**src/rtl/cpu_pkg.sv**
```systemverilog
// Shared encodings for the PC sequencing control path: mux selects,
// instruction classes, sequencer states and exception vector base.
package cpu_pkg;

    typedef enum logic [1:0] {
        PC_SEQ    = 2'd0,
        PC_BRANCH = 2'd1,
        PC_JUMP   = 2'd2,
        PC_EXC    = 2'd3
    } pc_src_e;

    typedef enum logic [1:0] {
        K_SEQ    = 2'd0,
        K_BRANCH = 2'd1,
        K_JUMP   = 2'd2,
        K_RSVD   = 2'd3
    } kind_e;

    typedef enum logic [2:0] {
        S_IDLE     = 3'd0,
        S_FETCH    = 3'd1,
        S_RESOLVE  = 3'd2,
        S_EXC_RD   = 3'd3,
        S_EXC_WAIT = 3'd4,
        S_EXC_LOAD = 3'd5
    } state_e;

    localparam logic [7:0] VEC_BASE = 8'hFD;

    // Code 3 aliases div0, which also keeps the sum from wrapping past 0xFF.
    function automatic logic [7:0] vec_addr_f(input logic [1:0] code);
        logic [1:0] c;
        c = (code == 2'd3) ? 2'd2 : code;
        return VEC_BASE + {6'd0, c};
    endfunction

endpackage

```
**src/rtl/pc_sequencer.sv**
```systemverilog
// PC update sequencer: steps a decoded instruction through fetch/resolve,
// or runs the exception path (EPC save, vector read, wait, PC load).
module pc_sequencer
    import cpu_pkg::*;
#(
    parameter int MEM_WAIT = 2
) (
    input  logic       clk,
    input  logic       reset_n,
    input  logic       instr_valid,
    input  logic [1:0] kind,
    input  logic       cond_taken,
    input  logic       exc_req,
    input  logic [1:0] exc_code,
    output logic [1:0] pc_src,
    output logic       pc_write,
    output logic       epc_write,
    output logic       vec_rd,
    output logic [7:0] vec_addr,
    output logic       busy,
    output logic       done
);

    state_e     state_q, state_d;
    kind_e      kind_q, kind_d;
    logic [1:0] code_q, code_d;
    logic [3:0] cnt_q, cnt_d;
    pc_src_e    src;

    always_ff @(posedge clk or negedge reset_n) begin
        if (!reset_n) begin
            state_q <= S_IDLE;
            kind_q  <= K_SEQ;
            code_q  <= 2'd0;
            cnt_q   <= 4'd0;
        end else begin
            state_q <= state_d;
            kind_q  <= kind_d;
            code_q  <= code_d;
            cnt_q   <= cnt_d;
        end
    end

    always_comb begin
        state_d = state_q;
        kind_d  = kind_q;
        code_d  = code_q;
        cnt_d   = cnt_q;
        case (state_q)
            S_IDLE: if (instr_valid) begin
                kind_d  = kind_e'(kind);
                state_d = S_FETCH;
            end
            S_FETCH:   state_d = S_RESOLVE;
            S_RESOLVE: state_d = S_IDLE;
            S_EXC_RD: begin
                cnt_d   = 4'(MEM_WAIT);
                state_d = (MEM_WAIT <= 1) ? S_EXC_LOAD : S_EXC_WAIT;
            end
            S_EXC_WAIT: begin
                cnt_d = cnt_q - 4'd1;
                if (cnt_q <= 4'd2) state_d = S_EXC_LOAD;
            end
            S_EXC_LOAD: state_d = S_IDLE;
            default:    state_d = S_IDLE;
        endcase
        // Exceptions preempt the normal flow but never nest.
        if (exc_req && (state_q == S_IDLE || state_q == S_FETCH || state_q == S_RESOLVE)) begin
            state_d = S_EXC_RD;
            code_d  = exc_code;
        end
    end

    always_comb begin
        src       = PC_SEQ;
        pc_write  = 1'b0;
        epc_write = 1'b0;
        vec_rd    = 1'b0;
        vec_addr  = 8'd0;
        done      = 1'b0;
        case (state_q)
            S_FETCH: pc_write = 1'b1;
            S_RESOLVE: begin
                done = 1'b1;
                if (kind_q == K_BRANCH && cond_taken) begin
                    src      = PC_BRANCH;
                    pc_write = 1'b1;
                end else if (kind_q == K_JUMP) begin
                    src      = PC_JUMP;
                    pc_write = 1'b1;
                end
            end
            S_EXC_RD: begin
                epc_write = 1'b1;
                vec_rd    = 1'b1;
                vec_addr  = vec_addr_f(code_q);
            end
            S_EXC_WAIT: vec_addr = vec_addr_f(code_q);
            S_EXC_LOAD: begin
                src      = PC_EXC;
                pc_write = 1'b1;
                done     = 1'b1;
            end
            default: ;
        endcase
    end

    assign pc_src = src;
    assign busy   = (state_q != S_IDLE);

endmodule

```
**config.mk**
```make
export PLATFORM = sky130hd
export DESIGN_NAME = pc_sequencer
export DESIGN_NICKNAME = d
export VERILOG_FILES = /design/src/rtl/cpu_pkg.sv /design/src/rtl/pc_sequencer.sv
export SDC_FILE = /design/constraint.sdc
export NUM_CORES = 1
export LEC_CHECK = 0
export ABC_AREA = 0
export BUFFER_PORTS_ARGS = -buffer_cell sky130_fd_sc_hd__buf_2
export CAP_MARGIN = 20
export CORE_MARGIN = 8
export CORE_UTILIZATION = 50
export CTS_BUF_LIST = sky130_fd_sc_hd__clkbuf_16
export DETAILED_ROUTE_END_ITERATION = 10
export PLACE_DENSITY = 0.91
export SETUP_SLACK_MARGIN = 0.5
export SYNTH_ARGS = -nofsm -noshare
export SYNTH_HDL_FRONTEND = slang
export SYNTH_SLANG_ARGS = --single-unit
```
**constraint.sdc**
```tcl
create_clock -name clk -period 4.15 [get_ports clk]
set_clock_uncertainty 0.2 [all_clocks]
set_input_delay 0.415 -clock clk [delete_from_list [all_inputs] [get_ports clk]]
set_output_delay 0.415 -clock clk [all_outputs]
set_load 0.01 [all_outputs]
```
==> impl_metrics.sql, run 1 <==
INSERT INTO impl_metrics (metric_group, metric, value, unit) VALUES
('run_status', 'run_status', 'complete, no violations', ''),
('worst_setup_path', 'crit_path_cell_trace', 'or3b_1, nand2_1, o21a_1, buf_2', ''),
('sta', 'report.final.setup_viol', '0', ''),
('cts', 'cts_tree', 'built', ''),
('power', 'net-switching-power', '0.000259', 'W'),
('worst_setup_path', 'crit_required', '3530', 'ps'),
('power', 'comb_power_share', '0.432', ''),
('worst_setup_path', 'worstSetupPathType', 'register to primary output', ''),
('floorplan', 'core_area', '1270', 'sq um'),
('sta', 'grt_setup_unrepaired', 'false', ''),
('synth', 'synth_adder_area_share', '0.0374', ''),
('route', 'drt_pre_antenna_iters', '4', ''),
('global_route', 'grt.total_usage', '0.105', ''),
('cts', 'clock_latency', '240', 'ps'),
('power', 'worst_ir_drop_on_vdd', '0.000550', 'V'),
('synth', 'synth_cell_area', '669', 'sq um'),
('synth', 'synth_seq_cells', '11', ''),
('power', 'power_density', '825', 'nW/um^2'),
('placement', 'globalplace.congestion', '0.707', ''),
('worst_setup_path', 'r2r_start', 'state_q[0]$_DFFE_PN0P_', ''),
('final_layout', 'num-nets-final', '100', ''),
('worst_setup_path', 'critical_path_buf_inv_count', '1', ''),
('hold_path', 'worstHoldStart', 'kind[0]', ''),
('sta', 'finalSetupTns', '0', 'ps'),
('cts', 'clkSinkCount', '11', ''),
('floorplan', 'core.rowCount', '13', ''),
('sta', 'max_slew.worst_pin.slew', '460', 'ps'),
('worst_setup_path', 'timing.critical_path.to_type', 'primary output', ''),
('power', 'p_int', '0.000422', 'W'),
('cts', 'postCtsSetupBuffers', '0', ''),
('worst_setup_path', 'critical-path-top-delay-family', 'simple AND/OR/NAND/NOR gates', ''),
('synth', 'synth.area.mux_share', '0.0822', ''),
('synth', 'synthSimpleGateAreaFrac', '0.226', ''),
('final_layout', 'layout_commonest_cell', 'sky130_fd_sc_hd__buf_2', ''),
('job', 'drv_cap', '0', ''),
('power', 'switching_share', '0.380', ''),
('floorplan', 'die_area', '2770', 'sq um'),
('worst_setup_path', 'crit_path_start', 'state_q[0]$_DFFE_PN0P_', ''),
('hold_path', 'hp-class', 'primary input to register', ''),
('sta', 'layout_worst_path_cycle_share', '0.565', ''),
('cts', 'cts_buffers', '3', ''),
('floorplan', 'initial_core_util', '0.528', ''),
('global_route', 'first_global_vias', '476', ''),
('cts', 'clk_root_buffer_cell', 'sky130_fd_sc_hd__clkbuf_16', ''),
('route', 'route.detailed.vias_per_inst', '5.02', ''),
('cts', 'clock_path_buffers', '2', ''),
('worst_setup_path', 'crit_fanout', '11', ''),
('power', 'total_leakage_power', '0.428', 'nW'),
('final_layout', 'layout-drive-gt1-share', '0.375', ''),
('route', 'routed_wire_length_per_instance', '13.1', 'um'),
('sta', 'finalMaxSlewViolations', '0', ''),
('worst_setup_path', 'setup.worst_path.start_class', 'register', ''),
('sta', 'finalHoldWorstSlack', '211', 'ps'),
('synth', 'synth_top_family_by_area', 'simple AND/OR/NAND/NOR gates', ''),
('floorplan', 'die_x', '52.6', 'um'),
('cts', 'clk_transition_reported_paths', '40', 'ps'),
('cts', 'maximum_level_of_the_cts_h_tree', '1', ''),
('synth', 'synth-compound-area-share', '0.121', ''),
('sta', 'min_period', '2350', 'ps'),
('route', 'routed_wl', '1350', 'um'),
('route', 'remaining_drc_errors', '0', ''),
('sta', 'finalHoldViolations', '0', ''),
('floorplan', 'io_pins', '24', ''),
('synth', 'postSynthNetCount', '80', ''),
('worst_setup_path', 'crit_path_top_delay_cell', 'sky130_fd_sc_hd__or3b_1', ''),
('synth', 'synth_xor_area_frac', '0', ''),
('global_route', 'first_pass_grt_wire_length', '2170', 'um'),
('route', 'via_count', '517', ''),
('synth', 'post_synthesis_instance_total', '69', ''),
('synth', 'synth_warnings', '0', ''),
('final_layout', 'synthToLayoutAreaGrowth', '23.4', '%');
[final cells by class]
| cell class | instances | area [sq um] |
|---|---|---|
| flip-flops and latches | 11 | 275 |
| clock buffers | 3 | 75.1 |
| repair buffers | 24 | 125 |
| well taps | 15 | 18.8 |
| inverters | 4 | 15.0 |
| fillers | 108 | 443 |
| clock inverters | 1 | 3.75 |
| multi-input cells | 45 | 313 |
[per-stage QoR]
stage	setup slack (ps)	util	total power, W	std cells	cell area (sq um)
2_1_floorplan	2110	-	0.000454	69	669
3_3_place_gp	2100	0.581	0.000498	98	737
3_5_place_dp	2060	0.581	0.000514	98	737
4_1_cts	1810	0.651	0.000691	103	826
5_1_grt	1680	0.651	0.000734	103	826
6_report	1800	0.651	0.000681	103	826
[synthesized netlist by cell type]
library cell               number  area share
sky130_fd_sc_hd__buf_6          1       0.017
sky130_fd_sc_hd__nand3_1        1      0.0075
sky130_fd_sc_hd__mux2_2         4       0.067
sky130_fd_sc_hd__buf_4          6       0.067
sky130_fd_sc_hd__nand3b_1       3       0.034
sky130_fd_sc_hd__or3b_1         1       0.013
sky130_fd_sc_hd__nor4b_1        1       0.013
sky130_fd_sc_hd__or4_1          1       0.011
sky130_fd_sc_hd__o31ai_1        1       0.011
sky130_fd_sc_hd__o211ai_1       2       0.022
sky130_fd_sc_hd__nor2_1         2       0.011
sky130_fd_sc_hd__dfrtp_1       11        0.41
sky130_fd_sc_hd__mux2i_1        1       0.015
sky130_fd_sc_hd__o21a_1         1       0.011
sky130_fd_sc_hd__a21boi_0       1       0.011
sky130_fd_sc_hd__o21ba_2        1       0.015
sky130_fd_sc_hd__buf_2          2       0.015
sky130_fd_sc_hd__nor3b_1        1       0.011
sky130_fd_sc_hd__nand2_1        9       0.050
sky130_fd_sc_hd__nor4_2         1       0.019
sky130_fd_sc_hd__a31o_2         1       0.013
sky130_fd_sc_hd__ha_1           2       0.037
sky130_fd_sc_hd__a21oi_1        1      0.0075
sky130_fd_sc_hd__nand2b_1       1      0.0094
sky130_fd_sc_hd__o21ai_0        4       0.030
sky130_fd_sc_hd__or3_1          1      0.0094
sky130_fd_sc_hd__nor2b_1        4       0.037
sky130_fd_sc_hd__inv_1          4       0.022
[power by group through the flow]
stage                     Combinational [W]  Sequential (W)  Clock, W
final                              0.000294        0.000214  0.000173
after global routing               0.000328        0.000224  0.000182
after CTS                          0.000301        0.000214  0.000176
after detailed placement           0.000299        0.000215         0
after global placement             0.000287        0.000210         0
after floorplan                    0.000268        0.000186         0
[final timing paths]
path,to,cells after the start,slack (ps)
min in group asynchronous,state_q[1]$_DFFE_PN0P_,2,380
max in group asynchronous,kind_q[1]$_DFFE_PN0P_,2,3170
hold / removal,kind_q[0]$_DFFE_PN0P_,2,210
setup reg to reg,state_q[0]$_DFFE_PN0P_,3,2290
hold reg to reg,cnt_q[3]$_DFFE_PN0P_,1,280
setup / recovery,vec_addr[1],4,1800
[worst register-to-register path: stages, from the launching register on]
cell	delay, ps
sky130_fd_sc_hd__dfrtp_1	450
sky130_fd_sc_hd__or3b_1	560
sky130_fd_sc_hd__or4_1	500
sky130_fd_sc_hd__o21ai_0	80
[sequential cells by signal, summed over array words and instances, names as in the netlist]
| signal | flops |
|---|---|
| kind_q | 2 |
| state_q | 3 |
| cnt_q | 4 |
| code_q | 2 |
[kinds of logic after synthesis]
group / after synthesis
AOI/OAI and AO/OA: 12
adders and majority gates: 2
buffers and inverters: 13
DFF: 11
muxes: 5
and+or+nand+nor: 26
[repair_timing]
action | in CTS | in global routing
hold endpoints to repair | 11 | 0
gates resized for setup | 0 | 0
hold buffers | 1 | 0
[layer usage]
layer | GRT usage | share of wire | up-vias
li1 | - | - | 269
met1 | 0.113 | 0.41 | 231
met2 | 0.168 | 0.48 | 13
met3 | 0.0426 | 0.085 | 4
met4 | 0.0647 | 0.016 | 0
met5 | 0 | 0 | -
Note: power is estimated with default switching activity, not from simulation.
==> run 2: changes to the inputs <==
- ABC_AREA: 0 -> 1
- CORE_UTILIZATION: 50 -> 42
- PLACE_DENSITY: 0.91 -> 0.83
- clock period: 4.15 -> 2.05 ns (I/O delays scaled with it)
==> impl_metrics.sql, run 2 <==
INSERT INTO impl_metrics (metric_group, metric, value, unit) VALUES
('hold_path', 'hp-class', 'primary input to register', ''),
('placement', 'placement.cell_area', '751', 'sq um'),
('run_status', 'run_status', 'complete, no violations', ''),
('final_layout', 'layout-drive-gt1-share', '0.459', ''),
('cts', 'cts_buffers', '3', ''),
('placement', 'globalplace.congestion', '0.814', ''),
('worst_setup_path', 'critical_path_arrival', '1300', 'ps'),
('cts', 'maximum_level_of_the_cts_h_tree', '1', ''),
('synth', 'synth_cell_area', '657', 'sq um'),
('route', 'routed_wire_length_per_instance', '13.3', 'um'),
('final_layout', 'stdcell_area', '1010', 'sq um'),
('sta', 'relSlewSlack', '0.837', ''),
('sta', 'min_period', '1710', 'ps'),
('sta', 'finalHoldViolations', '0', ''),
('worst_setup_path', 'cpPeakStageDelay', '420', 'ps'),
('final_layout', 'multi_input_gate_area', '352', 'sq um'),
('sta', 'layout_worst_path_cycle_share', '0.832', ''),
('route', 'via_count', '686', ''),
('synth', 'synth_seq_area_share', '0.419', ''),
('synth', 'synth_seq_cells', '11', ''),
('floorplan', 'io_pins', '24', ''),
('worst_setup_path', 'critical_path_buf_inv_count', '3', ''),
('worst_setup_path', 'worst-r2r-cell-count', '7', ''),
('cts', 'clk_root_buffer_cell', 'sky130_fd_sc_hd__clkbuf_16', ''),
('worst_setup_path', 'critical-path-top-delay-family', 'flip-flops', ''),
('floorplan', 'die_area', '3090', 'sq um'),
('final_layout', 'fillers', '115', ''),
('power', 'power_density', '1780', 'nW/um^2'),
('synth', 'synth_top_cells_by_area', 'sky130_fd_sc_hd__dfrtp_1 42%, sky130_fd_sc_hd__nand2_1 13%, sky130_fd_sc_hd__o21ai_0 7.6%', ''),
('worst_setup_path', 'crit_required', '1640', 'ps'),
('floorplan', 'die_height', '55.5', 'um'),
('hold_path', 'timing.hold.worst_endpoint', 'kind_q[0]$_DFFE_PN0P_', ''),
('synth', 'synthDominantAreaCellType', 'sky130_fd_sc_hd__dfrtp_1', ''),
('route', 'route.detailed.vias_per_inst', '4.97', ''),
('worst_setup_path', 'r2r_start', 'state_q[0]$_DFFE_PN0P_', ''),
('synth', 'asyncSetResetFlopFracSynth', '1.00', ''),
('power', 'worst_ir_drop_on_vdd', '0.000938', 'V'),
('final_layout', 'layout_common_cells', '20 x sky130_fd_sc_hd__buf_2, 18 x sky130_fd_sc_hd__nand2_1, 10 x sky130_fd_sc_hd__inv_1', ''),
('route', 'routed_wl', '1830', 'um'),
('final_layout', 'registers_with_the_most_flip_flops', 'cnt_q x4, state_q x3', ''),
('worst_setup_path', 'crit_path_top_delay_cell', 'sky130_fd_sc_hd__dfrtp_2', ''),
('sta', 'finalSetupTns', '0', 'ps'),
('sta', 'maxClockFrequency', '586', 'MHz'),
('synth', 'synth_flop_cell', 'sky130_fd_sc_hd__dfrtp_1', ''),
('worst_setup_path', 'cpMostUsedCell', 'sky130_fd_sc_hd__nand2_2', ''),
('cts', 'clock_path_buffers', '2', ''),
('global_route', 'grt_start_max_net_pins', '12', ''),
('final_layout', 'regMostFlops', 'cnt_q', ''),
('synth', 'post_synthesis_instance_total', '89', ''),
('sta', 'finalMaxSlewViolations', '0', ''),
('floorplan', 'core_area', '1490', 'sq um'),
('synth', 'post-synth-top-count-cell', 'sky130_fd_sc_hd__nand2_1', ''),
('synth', 'syn-mean-instance-area', '7.38', 'sq um'),
('global_route', 'grt.total_usage', '0.116', ''),
('synth', 'synth_top_area_frac', '0.419', ''),
('sta', 'finalHoldWorstSlack', '13.9', 'ps'),
('global_route', 'global_route.overflow_total', '0', ''),
('worst_setup_path', 'timing.critical_path.to_type', 'primary output', ''),
('cts', 'cts_tree', 'built', ''),
('power', 'total_leakage_power', '0.547', 'nW'),
('placement', 'dp_hpwl', '1150', 'um'),
('final_layout', 'antenna_cells_inserted', '0', ''),
('worst_setup_path', 'worstSetupPathType', 'register to primary output', ''),
('job', 'drv_cap', '0', ''),
('floorplan', 'core.rowCount', '14', ''),
('synth', 'post_synth_num_cell_types', '15', ''),
('final_layout', 'seqCellArea', '279', 'sq um'),
('route', 'postRouteAntennaNets', '0', ''),
('final_layout', 'layout_commonest_cell', 'sky130_fd_sc_hd__buf_2', ''),
('worst_setup_path', 'crit_fanout', '3', ''),
('synth', 'synth_warnings', '0', ''),
('final_layout', 'largest_reg_flops', '4', ''),
('floorplan', 'initial_core_util', '0.441', ''),
('route', 'drt_pre_antenna_iters', '4', ''),
('hold_path', 'hold-path-cell-count', '3', ''),
('worst_setup_path', 'worstReg2RegEnd', 'state_q[0]$_DFFE_PN0P_', ''),
('route', 'remaining_drc_errors', '0', ''),
('sta', 'max_slew.worst_pin.slew', '244', 'ps'),
('cts', 'clock_latency', '240', 'ps'),
('cts', 'clk_transition_reported_paths', '40', 'ps'),
('worst_setup_path', 'r2r_setup_slack', '640', 'ps'),
('hold_path', 'worstHoldStart', 'kind[0]', ''),
('final_layout', 'synthToLayoutAreaGrowth', '54.1', '%'),
('global_route', 'first_pass_grt_wire_length', '2910', 'um'),
('cts', 'clkSinkCount', '11', ''),
('synth', 'postSynthNetCount', '100', ''),
('placement', 'port_buffers', '23', ''),
('global_route', 'grt_antenna_before_repair', '0', ''),
('sta', 'grt_setup_unrepaired', 'true', ''),
('worst_setup_path', 'setup.worst_path.start_class', 'register', ''),
('synth', 'synth-edff-count', '0', ''),
('sta', 'report.final.setup_viol', '0', ''),
('route', 'dr.first_iter.drc_count', '18', ''),
('final_layout', 'num-nets-final', '134', ''),
('global_route', 'first_global_vias', '693', ''),
('worst_setup_path', 'crit_path_cell_trace', 'inv_4, nor3_4, buf_4, nand2_2, nand2_2, buf_6', ''),
('synth', 'synth.top_cells.by_count', '23 x sky130_fd_sc_hd__nand2_1, 12 x sky130_fd_sc_hd__inv_1, 11 x sky130_fd_sc_hd__dfrtp_1', ''),
('floorplan', 'die_x', '55.5', 'um');
-- run 2: cell types whose count changed after synthesis, moves of 6 or more --
cell and delta:
sky130_fd_sc_hd__nand2_1 +14, sky130_fd_sc_hd__inv_1 +8, sky130_fd_sc_hd__nor2_1 +8, sky130_fd_sc_hd__nand3_1 +6, sky130_fd_sc_hd__o21ai_0 +6
-- run 2: where the power goes --
group	switching (W)	total, W	internal [W]
combinational	0.000549	0.00102	0.000466
clock	0.000100	0.000359	0.000258
sequential	0.000113	0.000428	0.000315
-- run 2: what timing repair did --
item,CTS,global route
hold buffers,1,0
hold endpoints to repair,11,0
setup endpoints to repair,15,14
gates resized for setup,19,8
pin swaps,6,4
buffers inserted,8,3
-- run 2: worst max path at each step --
stage,startpoint,endpoint,cells past startpoint
2_1_floorplan,state_q[0]$_DFFE_PN0P_,vec_addr[1],4
3_3_place_gp,state_q[2]$_DFFE_PN0P_,pc_src[0],4
3_5_place_dp,state_q[2]$_DFFE_PN0P_,pc_src[0],4
4_1_cts,state_q[2]$_DFFE_PN0P_,pc_src[0],4
5_1_grt,state_q[1]$_DFFE_PN0P_,pc_src[0],5
6_report,state_q[1]$_DFFE_PN0P_,pc_write,6
-- run 2: area by class of cell --
class,count,area share
timing repair buffer,35,0.231
sequential,11,0.276
clock inverter,1,0.00494
multi-input combinational,60,0.347
inverter,12,0.0470
clock buffer,3,0.0742
tap,16,0.0198
-- run 2: worst reg2reg max path: stages (launching register included) --
cell and delay, ps:
sky130_fd_sc_hd__dfrtp_2 460, sky130_fd_sc_hd__inv_1 90, sky130_fd_sc_hd__nand2_2 60, sky130_fd_sc_hd__nor2_4 130, sky130_fd_sc_hd__buf_4 150, sky130_fd_sc_hd__nand2_1 70
sky130_fd_sc_hd__nand3_1 70, sky130_fd_sc_hd__nand2_1 50
-- run 2: stage by stage --
| stage | cells | worst slack (ps) | power, W | util |
|---|---|---|---|---|
| 4_1_cts | 135 | 357 | 0.00167 | 0.648 |
| 2_1_floorplan | 89 | 556 | 0.000921 | - |
| 5_1_grt | 138 | 259 | 0.00193 | 0.680 |
| 3_3_place_gp | 122 | 510 | 0.00106 | 0.504 |
| 3_5_place_dp | 122 | 446 | 0.00109 | 0.504 |
| 6_report | 138 | 344 | 0.00180 | 0.680 |
-- run 2: logic make-up after synthesis --
logic type               synth area share
AND/OR/NAND/NOR                     0.288
buffers and inverters               0.137
AO/OA/AOI/OAI                       0.105
flip-flops                          0.419
adder cells (fa/ha/maj)            0.0381
XOR/XNOR                           0.0133
-- run 2: layer usage --
metal | wire (um) | global-route usage
met1 | 690 | 0.107
met2 | 951 | 0.196
met3 | 163 | 0.0685
met4 | 24 | 0.0599
met5 | 0 | 0
